$ cat src/rtl/ln_ctrl.sv
// ln_ctrl: sequences one log-normalisation pass. It clears the ln datapath,
// waits for the exponent sum, feeds it to the ln datapath and waits for the
// result. It then offers len elements to the subtractor and ends with a
// one-cycle done pulse. Every output comes straight from a register.
module ln_ctrl #(
  parameter int CLR_CYC    = 2,
  parameter int LN_TIMEOUT = 64
) (
  input  logic        clock_i,
  input  logic        reset_i,
  input  logic        start_i,
  input  logic [7:0]  len_i,
  output logic        busy_o,
  output logic        done_o,
  output logic        err_o,
  input  logic [31:0] sum_data_i,
  input  logic        sum_valid_i,
  output logic        ln_clr_n_o,
  output logic [31:0] ln_data_o,
  output logic        ln_data_valid_o,
  input  logic [31:0] ln_result_i,
  input  logic        ln_result_valid_i,
  output logic [31:0] sub_ln_o,
  output logic        sub_en_o,
  output logic [7:0]  sub_idx_o,
  input  logic        sub_ready_i
);

  typedef enum logic [2:0] {
    S_IDLE,
    S_CLR,
    S_WAIT_SUM,
    S_LN,
    S_SUB,
    S_DONE
  } state_e;

  localparam int CLR_W   = (CLR_CYC > 1) ? $clog2(CLR_CYC) : 1;
  localparam int LNCNT_W = $clog2(LN_TIMEOUT + 1);

  state_e             state_q, state_d;
  logic [CLR_W-1:0]   clrCnt_q, clrCnt_d;
  logic [LNCNT_W-1:0] lnCnt_q, lnCnt_d;
  logic [7:0]         len_q, len_d;
  logic               err_q, err_d;
  logic               done_q, done_d;
  logic               busy_q, busy_d;
  logic               clrN_q, clrN_d;
  logic [31:0]        lnData_q, lnData_d;
  logic               lnValid_q, lnValid_d;
  logic [31:0]        subLn_q, subLn_d;
  logic               subEn_q, subEn_d;
  logic [7:0]         subIdx_q, subIdx_d;
  logic               zeroLenDone;
  logic [LNCNT_W-1:0] lnCntInc;

  // The LN wait counter "reaches" LN_TIMEOUT on the edge where it would
  // become LN_TIMEOUT. err_o therefore rises exactly LN_TIMEOUT cycles after
  // LN is entered. A result seen on that same edge still wins.
  assign lnCntInc = lnCnt_q + LNCNT_W'(1);

  // Next-state logic. The output registers are loaded from a decode of the
  // next state, so the outputs always match the state they belong to.
  always_comb begin
    state_d     = state_q;
    clrCnt_d    = clrCnt_q;
    lnCnt_d     = lnCnt_q;
    len_d       = len_q;
    err_d       = err_q;
    lnData_d    = lnData_q;
    subLn_d     = subLn_q;
    subIdx_d    = subIdx_q;
    zeroLenDone = 1'b0;

    case (state_q)
      S_IDLE: begin
        if (start_i) begin
          if (len_i != 8'd0) begin
            len_d    = len_i;
            err_d    = 1'b0;
            clrCnt_d = '0;
            state_d  = S_CLR;
          end else begin
            err_d       = 1'b1;
            zeroLenDone = 1'b1;
          end
        end
      end
      S_CLR: begin
        if (clrCnt_q == CLR_W'(CLR_CYC - 1)) begin
          state_d = S_WAIT_SUM;
        end else begin
          clrCnt_d = clrCnt_q + CLR_W'(1);
        end
      end
      S_WAIT_SUM: begin
        if (sum_valid_i) begin
          if (sum_data_i != 32'd0) begin
            lnData_d = sum_data_i;
            lnCnt_d  = '0;
            state_d  = S_LN;
          end else begin
            err_d   = 1'b1;
            state_d = S_DONE;
          end
        end
      end
      S_LN: begin
        if (ln_result_valid_i) begin
          subLn_d  = ln_result_i;
          subIdx_d = 8'd0;
          state_d  = S_SUB;
        end else if (lnCntInc == LNCNT_W'(LN_TIMEOUT)) begin
          err_d   = 1'b1;
          state_d = S_DONE;
        end else begin
          lnCnt_d = lnCntInc;
        end
      end
      S_SUB: begin
        if (subEn_q && sub_ready_i) begin
          if (subIdx_q == len_q - 8'd1) begin
            state_d = S_DONE;
          end else begin
            subIdx_d = subIdx_q + 8'd1;
          end
        end
      end
      S_DONE: begin
        state_d = S_IDLE;
      end
      default: begin
        state_d = S_IDLE;
      end
    endcase

    busy_d    = (state_d != S_IDLE);
    clrN_d    = !((state_d == S_IDLE) || (state_d == S_CLR));
    lnValid_d = (state_d == S_LN);
    subEn_d   = (state_d == S_SUB);
    done_d    = (state_d == S_DONE) || zeroLenDone;
  end

  // State and output registers; reset aborts any pass without a done pulse.
  always_ff @(posedge clock_i or posedge reset_i) begin
    if (reset_i) begin
      state_q   <= S_IDLE;
      clrCnt_q  <= '0;
      lnCnt_q   <= '0;
      len_q     <= 8'd0;
      err_q     <= 1'b0;
      done_q    <= 1'b0;
      busy_q    <= 1'b0;
      clrN_q    <= 1'b0;
      lnData_q  <= 32'd0;
      lnValid_q <= 1'b0;
      subLn_q   <= 32'd0;
      subEn_q   <= 1'b0;
      subIdx_q  <= 8'd0;
    end else begin
      state_q   <= state_d;
      clrCnt_q  <= clrCnt_d;
      lnCnt_q   <= lnCnt_d;
      len_q     <= len_d;
      err_q     <= err_d;
      done_q    <= done_d;
      busy_q    <= busy_d;
      clrN_q    <= clrN_d;
      lnData_q  <= lnData_d;
      lnValid_q <= lnValid_d;
      subLn_q   <= subLn_d;
      subEn_q   <= subEn_d;
      subIdx_q  <= subIdx_d;
    end
  end

  assign busy_o          = busy_q;
  assign done_o          = done_q;
  assign err_o           = err_q;
  assign ln_clr_n_o      = clrN_q;
  assign ln_data_o       = lnData_q;
  assign ln_data_valid_o = lnValid_q;
  assign sub_ln_o        = subLn_q;
  assign sub_en_o        = subEn_q;
  assign sub_idx_o       = subIdx_q;

endmodule
$ cat config.mk
export PLATFORM = sky130hd
export DESIGN_NAME = ln_ctrl
export DESIGN_NICKNAME = d
export VERILOG_FILES = /design/src/rtl/ln_ctrl.sv
export SDC_FILE = /design/constraint.sdc
export NUM_CORES = 1
export LEC_CHECK = 0
export ABC_AREA = 0
export ABC_CLOCK_PERIOD_IN_PS = 8240
export BUFFER_PORTS_ARGS = -buffer_cell sky130_fd_sc_hd__buf_2
export CORE_AREA = 3 3 94 96
export CTS_BUF_LIST = sky130_fd_sc_hd__clkbuf_16
export CTS_CLUSTER_SIZE = 10
export DETAILED_ROUTE_END_ITERATION = 12
export DIE_AREA = 0 0 97 99
export GPL_TIMING_DRIVEN = 0
export PLACE_DENSITY = 0.91
export SETUP_SLACK_MARGIN = 0.3
export SLEW_MARGIN = 10
export SYNTH_ARGS = -nofsm -noshare
export SYNTH_HDL_FRONTEND = slang
export SYNTH_SLANG_ARGS = --single-unit
export TNS_END_PERCENT = 1
$ cat constraint.sdc
create_clock -name clock_i -period 8.24 [get_ports clock_i]
set_input_delay 0.824 -clock clock_i [delete_from_list [all_inputs] [get_ports clock_i]]
set_output_delay 0.824 -clock clock_i [all_outputs]
set_load 0.1 [all_outputs]
# [After elaboration in Yosys (flattened, before gate mapping)]
# Index checks and enable logic that the tools add are counted.
# W data, S select, Z words.
[classes] n_addsub=4 mul=0 div=0 n_lt_le_gt_ge=0 n_eq_ne=21 shift=0 n_mux=32 n_bitwise=0 n_reduce_logical=20
[ops] operator="$reduce_bool A32 Y1" n=1
[ops] operator="$mux W7" n=4
[ops] operator="$mux W3" n=9
[ops] operator="$mux W8" n=3
[ops] operator="$ne A2 B2 Y1 const B" n=11
[ops] operator="$pmux W8 S2" n=1
[ops] operator="$pmux W3 S5" n=1
[ops] operator="$pmux W7 S2" n=1
[ops] operator="$mux W1" n=11
[ops] operator="$eq A3 B2 Y1 const B" n=3
[ops] operator="$eq A3 B3 Y1 const B" n=3
[ops] operator="$reduce_and A3 Y1" n=3
[ops] operator="$add A8 B1 Y8 const B" n=1
[ops] operator="$eq A8 B8 Y1" n=1
[ops] operator="$reduce_bool A8 Y1" n=1
[ops] operator="$sub A8 B1 Y8 const B" n=1
[ops] operator="$add A7 B1 Y7 const B" n=1
[ops] operator="$eq A7 B7 Y1 const B" n=1
[ops] operator="$eq A3 B1 Y1 const B" n=2
[ops] operator="$logic_not A3 Y1" n=2
[ops] operator="$reduce_and A6 Y1" n=1
[ops] operator="$reduce_bool A2 Y1" n=3
[ops] operator="$reduce_bool A3 Y1" n=2
[ops] operator="$reduce_and A5 Y1" n=1
[ops] operator="8 further kinds" n=9
[totals] regBits=97 latchBits=0 ramBits=0 mem_bits_ro=0 inputBits=78 output_inout_bits=78 wordCells=90 memories=0

# [Depth between registers and ports, before layout]
# Gate-level depths: netlist of run 1.
[depth] word_depth=8 depth_mapped=9 depth_no_buf=8

# [Worst setup path before layout of run 1]
# OpenSTA, ideal clock, no wires.
[synth_path] path_type="reg2reg" startpoint="register subIdx_q[7] (netlist: sub_idx_o[7])" endpoint="register subIdx_q[2] (netlist: sub_idx_o[2])" setup_time_ns=0.079 arrival_time_ns=2.534 t_required_ns=8.161 path_slack_ns=5.627 path_stages_with_launch=8 path_buffers=1 synth_period_minus_slack_ns=2.613 path_cell_list="dfrtp_1 xor2_1 a2111oi_0 a311oi_2 a211oi_4 buf_2 o21ai_0 a21oi_1"
[synth_via] elab_chain_len=3
[synth_lines] item="start, declared" line="53" rtl="logic [7:0] subIdx_q, subIdx_d;"
[synth_lines] item="start signal, assigned" line="173" rtl="subIdx_q <= subIdx_d;"
[synth_lines] item="$eq A8 B8 Y1" line="122" rtl="if (subIdx_q == len_q - 8'd1) begin"
[synth_lines] item="$ne A2 B2 Y1 (no source line)"
[synth_lines] item="$reduce_and A4 Y1 (no source line)"
# Every way passes these cells.
# A chain may end at the register's enable or synchronous reset.

# [Worst setup path after layout of run 1]
[layout_path] startpoint="register len_q[0]" endpoint="register subIdx_q[2] (netlist: sub_idx_o[2])"
[layout_via] elab_chain_len=4
[layout_lines] item="start, declared" line="44" rtl="logic [7:0] len_q, len_d;"
[layout_lines] item="start signal, assigned" line="164" rtl="len_q <= len_d;"
[layout_lines] item="$sub A8 B1 Y8" line="122"
[layout_lines] item="$eq A8 B8 Y1" line="122"
[layout_lines] item="$ne A2 B2 Y1 (no source line)"
[layout_lines] item="$reduce_and A4 Y1 (no source line)"
# Every way passes these cells.

==> metrics, run 1 <==
outcome=finished clean; effective utilization at floorplan=53.7%; data required time of the worst path=8500 ps; shortest period the worst path allows=2810 ps; Cell variety after synth=53; Worst Hold Path EP=sub_ln_o[2]$_DFFE_PP0P_; async set or reset register ratio after synthesis=100%; share of the cycle needed by the critical path after routing=34.1%; GR Util All Layers=23.7%; hold violation count in the final report=0; Clock transition at path regs=70 ps; post-CTS setup-driven buffer insertion count=0; cell depth of the worst hold path=2; class of the most critical setup path=flip-flop to flip-flop; worst endpoint data arrival time=between 3000 and 4000 ps; initial antenna violation count=0; kind of start point of the critical path=flip-flop; Max Slew Vio Count=0; WL per Instance=16.2 um; number of remaining DRC errors=0; Filler Cell Count=618; total core area=8130 um^2; fmax=356 MHz; synthesized cell area=4370 um^2; Mapped Cells=420; maximum net fanout on the critical path=10; area of the die=9600 um^2; warnings from Yosys=0; RSZ-0062 raised after global routing=no; slew at the pin closest to its max-slew limit=604 ps; layout net count=668; Register-to-Register Path Depth=9; first-pass GRT wire length=18.5 mm; classification of the worst-slack hold path=flip-flop to flip-flop; TritonCTS clock tree=done; Max clock buf depth=2; number of global-route vias before repair=about 3,900; commonest cells after routing, fill and taps aside=sky130_fd_sc_hd__buf_2 (159), sky130_fd_sc_hd__nand2_1 (116), sky130_fd_sc_hd__dfrtp_1 (97); final total negative setup slack=0 ps; share of synthesized area occupied by flip-flops and latches=55.5%; drt via density=5.50; setup-violating endpoint count in the final report=0; number of buffers created by CTS=9; Post-Synthesis Mean Instance Area=10.4 um^2; Inserted Diodes=0; fraction of final layout cells with drive strength greater than 1=38.1%; most used flip-flop cell after synthesis=sky130_fd_sc_hd__dfrtp_1; net count of the mapped netlist=501; Port Buffer Count=155; HPWL after detailed placement=between 8 and 9 mm; number of antenna-violating nets in the routed design=0; count of standard-cell rows=33; reported max-cap violation count=0; Register-to-Register Setup Slack=about 5400 ps; reg-to-reg startpoint=len_q[0]$_DFFE_PP0P_; worst-skew pair later-pin latency=340 ps; EDFF count, synth=0; maximum clock skew at final layout=7.57 ps; Reg2Reg Capture Point=sub_idx_o[2]$_DFFE_PP0P_; number of vias after detailed routing=3,828; cts-stage hold buffer count=0; # IOs=156; die span in y=99 um; horizontal die dimension=97 um; buffer cell driving the clock tree root=sky130_fd_sc_hd__clkbuf_16; overflow left after global routing=0; synth-to-layout area growth=28.5%; flop and latch count out of synthesis=97; largest net degree at the start of global routing=59; commonest non-fill, non-tap cell in the layout=sky130_fd_sc_hd__buf_2; Placer Congestion=0.918; relative slew slack=59.7%; number of sinks on the clock net=97; source of the worst hold timing path=sub_ln_o[2]$_DFFE_PP0P_; count of TritonRoute iterations in the first routing pass=4; final wirelength=11.3 mm; initial detailed-routing violation count=119; number of gates given a new drive strength after cts=0; number of H-tree branching levels=3; endpoint kind of the worst setup timing path=flip-flop
-- worst max-delay path by stage --
stage / from / end / slack (ps)
2_1_floorplan: reset_i / busy_o$_DFF_PP0_ / 4880
3_3_place_gp: reset_i / sub_idx_o[6]$_DFFE_PP0P_ / 3910
3_5_place_dp: sum_data_i[0] / ln_data_o[1]$_DFFE_PP0P_ / 5400
4_1_cts: len_q[0]$_DFFE_PP0P_ / sub_idx_o[2]$_DFFE_PP0P_ / 5510
5_1_grt: len_q[0]$_DFFE_PP0P_ / sub_idx_o[2]$_DFFE_PP0P_ / 5240
6_report: len_q[0]$_DFFE_PP0P_ / sub_idx_o[2]$_DFFE_PP0P_ / 5430
-- kinds of logic after synthesis --
group	synth area share, %
AO/OA/AOI/OAI	9.02
flip-flops	55.5
buffers and inverters	2.89
multiplexers	10.2
AND/OR/NAND/NOR	19.2
XOR/XNOR	2.20
adder cells (fa/ha/maj)	0.859
-- state kept, by name (all words and copies together), names as in the netlist, 3 cells and up --
name	count
len_q	8
lnCnt_q	7
ln_data_o	32
state_q	3
sub_idx_o	8
sub_ln_o	32
-- stage by stage --
step           worst slack [ps]  hold WS, ps  area, um^2  cells  utilization, %
3_3_place_gp               3910          454        5280    680            64.9
3_5_place_dp               5400          457        5310    681            65.3
5_1_grt                    5240          498        5620    696            69.1
6_report                   5430          476        5620    696            69.1
2_1_floorplan              4880          506        4370    420               -
4_1_cts                    5510          474        5620    696            69.1
-- layer usage --
metal  GRT usage (%)  wire length (um)  vias to the layer above
li1                -                 -                     1788
met1            28.1              4400                     1850
met2            41.0              5830                      157
met3            5.73               725                       33
met4            10.7               320                        0
met5               0                 0                        -
-- cells in the mapped netlist (3+ instances only) --
cell type / instances / area, um^2
sky130_fd_sc_hd__nand2_1: 116 / 435
sky130_fd_sc_hd__dfrtp_1: 97 / 2430
sky130_fd_sc_hd__mux2_2: 38 / 428
sky130_fd_sc_hd__inv_1: 16 / 60.1
sky130_fd_sc_hd__o21ai_0: 12 / 60.1
sky130_fd_sc_hd__nor4_1: 11 / 68.8
sky130_fd_sc_hd__nor2_1: 10 / 37.5
sky130_fd_sc_hd__a21oi_1: 9 / 45.0
sky130_fd_sc_hd__clkbuf_1: 9 / 33.8
sky130_fd_sc_hd__nor3_1: 9 / 45.0
sky130_fd_sc_hd__xnor2_1: 8 / 70.1
sky130_fd_sc_hd__nand3_1: 6 / 30.0
sky130_fd_sc_hd__and3_1: 5 / 31.3
sky130_fd_sc_hd__o22ai_1: 5 / 31.3
sky130_fd_sc_hd__o31ai_1: 5 / 37.5
sky130_fd_sc_hd__or3_1: 5 / 31.3
sky130_fd_sc_hd__buf_2: 4 / 20.0
sky130_fd_sc_hd__ha_1: 3 / 37.5
sky130_fd_sc_hd__nand4_1: 3 / 18.8
sky130_fd_sc_hd__or4_1: 3 / 22.5
sky130_fd_sc_hd__xor2_1: 3 / 26.3
-- worst max-delay path, cell delays in order (launching register included) --
cell	delay (ps)
sky130_fd_sc_hd__dfrtp_1	460
sky130_fd_sc_hd__inv_1	120
sky130_fd_sc_hd__ha_1	320
sky130_fd_sc_hd__o21bai_1	200
sky130_fd_sc_hd__a2111oi_0	560
sky130_fd_sc_hd__a311oi_2	100
sky130_fd_sc_hd__a211oi_4	410
sky130_fd_sc_hd__buf_2	290
sky130_fd_sc_hd__o21ai_0	120
sky130_fd_sc_hd__a21oi_1	150
-- layout make-up --
cell class              count  area [um^2]  share of cell area, %
clock inverters             6         83.8                   1.49
inverters                  16         62.6                   1.11
repair buffers            156          803                   14.3
flip-flops and latches     97         2430                   43.2
plain buffers              15         66.3                   1.18
multi-input cells         292         1820                   32.3
clock buffers               9          225                   4.01
well taps                 105          131                   2.34
Power of run 1 is not shown: default switching activity piles up to over one toggle a cycle in this logic, so the estimate is an artifact.
==> inputs of run 2 (changes only) <==
Settings changed: ABC_CLOCK_PERIOD_IN_PS 8240 to 2600, CORE_AREA 3 3 94 96 to 3 3 98 100, DIE_AREA 0 0 97 99 to 0 0 101 103, PLACE_DENSITY 0.91 to 0.85.
Clock period 8.24 ns to 2.6 ns, I/O delays scaled along.
==> run 2 against run 1 <==
  * Highest routed layer unchanged
  * Worst hold slack lost 440 ps
  * Core utilization shrank 3.7 points
  * Critical endpoint is now sub_idx_o[3]$_DFFE_PP0P_
  * Critical path type unchanged
  * Register-to-register slack lost 5200 ps
==> metrics, run 2 (synthesis results as in run 1) <==
outcome=finished clean; cell area reported after detailed placement=5330 um^2; number of sinks on the clock net=97; commonest non-fill, non-tap cell in the layout=sky130_fd_sc_hd__buf_2; number of vias after detailed routing=between 3,000 and 4,000; fraction of met1 tracks used by global routing=27.1%; Design Area, Final=5730 um^2; number of antenna-violating nets in the routed design=0; buffer cell driving the clock tree root=sky130_fd_sc_hd__clkbuf_16; Max clock buf depth=2; # IOs=156; fmax=414 MHz; Register-to-Register Setup Slack=180 ps; busiest layer in global routing=met2; first-pass GRT wire length=18.0 mm; share of the cycle needed by the critical path after routing=92.9%; list of cells traversed by the critical path=inv_1 -> ha_2 -> o21bai_1 -> a2111oi_2 -> a311oi_2 -> a211oi_4 -> buf_4 -> or4_1 -> a21oi_1; Clock transition at path regs=around 70 ps; endpoint kind of the worst setup timing path=flip-flop; class of the most critical setup path=flip-flop to flip-flop; Port Buffer Count=155; setup-violating endpoint count in the final report=0; GR Util All Layers=21.8%; Max Slew Vio Count=0; overflow left after global routing=0; met2 track utilization from global routing=38.7%; total core area=about 9000 um^2; number of remaining DRC errors=0; die span in y=103 um; effective utilization at floorplan=49.9%; shortest period the worst path allows=around 2400 ps; initial antenna violation count=1; Placed Instances=685; synth-to-layout area growth=31.0%; Slowest-stage cell, CP=sky130_fd_sc_hd__or4_1; hold violation count in the final report=0; worst-skew pair later-pin latency=330 ps; RSZ-0062 raised after global routing=yes; horizontal die dimension=101 um; kind of start point of the critical path=flip-flop; layout net count=673; WL per Instance=about 16 um; data required time of the worst path=2850 ps; initial detailed-routing violation count=137; largest net degree at the start of global routing=37; worst endpoint data arrival time=2670 ps; maximum cell stage delay along the critical path=500 ps; maximum net fanout on the critical path=8; commonest cells after routing, fill and taps aside=sky130_fd_sc_hd__buf_2 (158), sky130_fd_sc_hd__nand2_1 (116), sky130_fd_sc_hd__dfrtp_1 (96); met3 Usage GRT=3.52%; Final Non-Filler Cells=approximately 710; buffer and inverter count on the worst path=2; number of global-route vias before repair=3,769; pre-CTS setup slack=-130 ps; final wirelength=11.3 mm; relative slew slack=52.2%; delay-heaviest family, CP=compound AO/OA/AOI/OAI gates; maximum clock skew at final layout=7.29 ps; classification of the worst-slack hold path=input port to asynchronous set/reset pin; number of H-tree branching levels=3; drt via density=~5.3; count of standard-cell rows=34; HPWL after detailed placement=8.39 mm; Placer Congestion=0.878; TritonCTS clock tree=done; number of buffers created by CTS=9; Worst Slack Setup Final=184 ps; count of TritonRoute iterations in the first routing pass=4; reported max-cap violation count=0; Post-Route Utilization=65.3%; slew at the pin closest to its max-slew limit=716 ps; fraction of final layout cells with drive strength greater than 1=roughly two fifths; area of the die=10,400 um^2
-- run 2: changes by cell type in the layout (fill, tap and decap cells not counted), sizes merged --
cell and change:
buf +5, bufinv +1, clkinv -4, clkinvlp +3, diode +1, inv +1
-- run 2: what timing repair did --
item	CTS	global route
gates resized for setup	7	0
buffers inserted	1	3
hold buffers	0	0
pin swaps	1	3
endpoints found under the setup margin	13	11
-- run 2: layout make-up --
class                   count  area [um^2]
inverters                  16         63.8
diodes                      1         2.50
repair buffers            161          846
multi-input cells         292         1840
clock inverters             7          118
flip-flops and latches     97         2430
fillers                   686         3040
clock buffers               9          225
well taps                 108          135
plain buffers              15         68.8
-- run 2: metrics by stage --
step | setup TNS (ps) | hold WS, ps
3_3_place_gp | 0 | 448
3_5_place_dp | -783 | 408
5_1_grt | 0 | 87.2
2_1_floorplan | -23.0 | 363
6_report | 0 | 37.3
4_1_cts | 0 | 50.9
-- run 2: per-layer routing --
metal	wire, um	part of all wire, %	vias up
li1	-	-	1804
met1	4560	41	1819
met2	5930	53	122
met3	567	5.0	18
met4	194	1.7	0
met5	0	0	-
-- run 2: worst paths after layout --
check,endpoint,cells after the start,from
worst max-delay path,sub_idx_o[3]$_DFFE_PP0P_,9,len_q[0]$_DFFE_PP0P_
worst min-delay path,sub_ln_o[18]$_DFFE_PP0P_,2,reset_i
worst max register to register,sub_idx_o[3]$_DFFE_PP0P_,9,len_q[0]$_DFFE_PP0P_
worst min register to register,sub_ln_o[17]$_DFFE_PP0P_,2,sub_ln_o[17]$_DFFE_PP0P_
max in group asynchronous,len_q[0]$_DFFE_PP0P_,4,reset_i
min in group clock_i,sub_ln_o[15]$_DFFE_PP0P_,3,ln_result_i[15]
Power of run 2 is left out for the same reason.
==> inputs of run 3 (changes only) <==
Settings changed: SETUP_SLACK_MARGIN 0.3 to 0.1.
==> run 3 against run 2 <==
  * Final cell count shrank 0.42%
  * Clock skew grew 1.2 ps
  * Register-to-register slack worse by 70 ps
  * First-iteration DRC count down 3.6%
==> metrics, run 3 (synthesis results as in run 1) <==
number of global-route vias before repair=3,757; hold violation count in the final report=0; Design Area, Final=around 5700 um^2; effective utilization at floorplan=49.9%; reported max-cap violation count=0; Worst Slack Setup Final=111 ps; Placer Congestion=0.878; Filler Cell Count=around 700; worst endpoint data arrival time=2740 ps; relative slew slack=between 50% and 60%; WL per Instance=15.8 um; drt via density=5.36; setup-violating endpoint count in the final report=0; number of sinks on the clock net=97; fmax=402 MHz; largest net degree at the start of global routing=37; fraction of final layout cells with drive strength greater than 1=between 30% and 40%; number of H-tree branching levels=3; # IOs=156; initial detailed-routing violation count=132; slew at the pin closest to its max-slew limit=715 ps; RSZ-0062 raised after global routing=yes; commonest non-fill, non-tap cell in the layout=sky130_fd_sc_hd__buf_2; number of remaining DRC errors=0; horizontal die dimension=101 um; worst-skew pair later-pin latency=330 ps; die span in y=103 um; class of the most critical setup path=flip-flop to flip-flop; initial antenna violation count=1; count of standard-cell rows=34; layout net count=670; reg-to-reg startpoint=len_q[0]$_DFFE_PP0P_; buffer cell driving the clock tree root=sky130_fd_sc_hd__clkbuf_16; area of the die=10,400 um^2; cell area reported after detailed placement=5330 um^2; classification of the worst-slack hold path=input port to asynchronous set/reset pin; synth-to-layout area growth=30.5%; Max Slew Vio Count=0; HPWL after detailed placement=8.39 mm; maximum net fanout on the critical path=8; commonest cells after routing, fill and taps aside=sky130_fd_sc_hd__buf_2 (158), sky130_fd_sc_hd__nand2_1 (116), sky130_fd_sc_hd__dfrtp_1 (96); Post-Route Utilization=around 65%; final wirelength=11.1 mm; pre-CTS setup slack=-130 ps; GR Util All Layers=21.7%; TritonCTS clock tree=done; kind of start point of the critical path=flip-flop; Port Buffer Count=155; data required time of the worst path=2850 ps; endpoint kind of the worst setup timing path=flip-flop; shortest period the worst path allows=~2500 ps; first-pass GRT wire length=between 15 and 20 mm; number of antenna-violating nets in the routed design=0; count of TritonRoute iterations in the first routing pass=4; number of vias after detailed routing=3,766; Final Non-Filler Cells=703; number of buffers created by CTS=9; outcome=finished clean; start point of the critical path=len_q[0]$_DFFE_PP0P_; Placed Instances=685; total core area=8760 um^2; Max clock buf depth=2; share of the cycle needed by the critical path after routing=95.7%; maximum clock skew at final layout=8.50 ps; Clock transition at path regs=70 ps; overflow left after global routing=0
## run 3: cell types whose count changed in the layout (fill, tap and decap cells not counted)
cell,before,now
sky130_fd_sc_hd__ha_2,1,0
sky130_fd_sc_hd__ha_1,2,3
sky130_fd_sc_hd__buf_4,6,3
## run 3: layer usage
layer	GRT usage [%]	share of wire (%)	vias to the layer above	wire, um
met5	0	0	-	0
met4	7.57	1.5	0	168
met3	3.52	5.1	13	565
met2	38.6	53	117	5850
met1	26.9	41	1838	4540
li1	-	-	1798	-
## run 3: worst paths after layout
path | depth (start not counted) | slack [ps] | endpoint
worst max-delay path | 9 | 110 | sub_idx_o[3]$_DFFE_PP0P_
worst min-delay path | 2 | 40 | sub_ln_o[18]$_DFFE_PP0P_
worst max register to register | 9 | 110 | sub_idx_o[3]$_DFFE_PP0P_
worst min register to register | 2 | 470 | sub_ln_o[17]$_DFFE_PP0P_
max in group asynchronous | 4 | 1720 | len_q[0]$_DFFE_PP0P_
min in group clock_i | 3 | 110 | sub_ln_o[15]$_DFFE_PP0P_
## run 3: repair_timing
item / CTS / global route
hold buffers: 0 / 0
setup endpoints to repair: 12 / 7
pin swaps: 1 / 1
gates resized for setup: 4 / 2
buffers inserted: 1 / 0
## run 3: stage by stage
stage | hold WS [ps] | setup TNS, ps
6_report | 38.0 | 0
5_1_grt | 87.2 | 0
4_1_cts | 50.9 | 0
3_5_place_dp | 408 | -783
3_3_place_gp | 448 | 0
2_1_floorplan | 363 | -23.0
## run 3: final cells by class
cell class,instances,area [um^2],area share (%)
Sequential cell,97,2430,42.6
Multi-Input combinational cell,292,1840,32.2
Timing Repair Buffer,158,823,14.4
Clock buffer,9,225,3.95
Tap cell,108,135,2.37
Clock inverter,7,118,2.06
Buffer,15,68.8,1.21
Inverter,16,63.8,1.12
Antenna cell,1,2.50,0.0439
## run 3: worst max-delay path: stages (launching register included)
cell	delay (ps)
sky130_fd_sc_hd__dfrtp_2	460
sky130_fd_sc_hd__inv_1	100
sky130_fd_sc_hd__ha_1	310
sky130_fd_sc_hd__o21bai_1	200
sky130_fd_sc_hd__a2111oi_2	120
sky130_fd_sc_hd__a311oi_2	280
sky130_fd_sc_hd__a211oi_4	120
sky130_fd_sc_hd__buf_4	170
sky130_fd_sc_hd__or4_1	500
sky130_fd_sc_hd__a21oi_1	150
Power of run 3 is left out for the same reason.
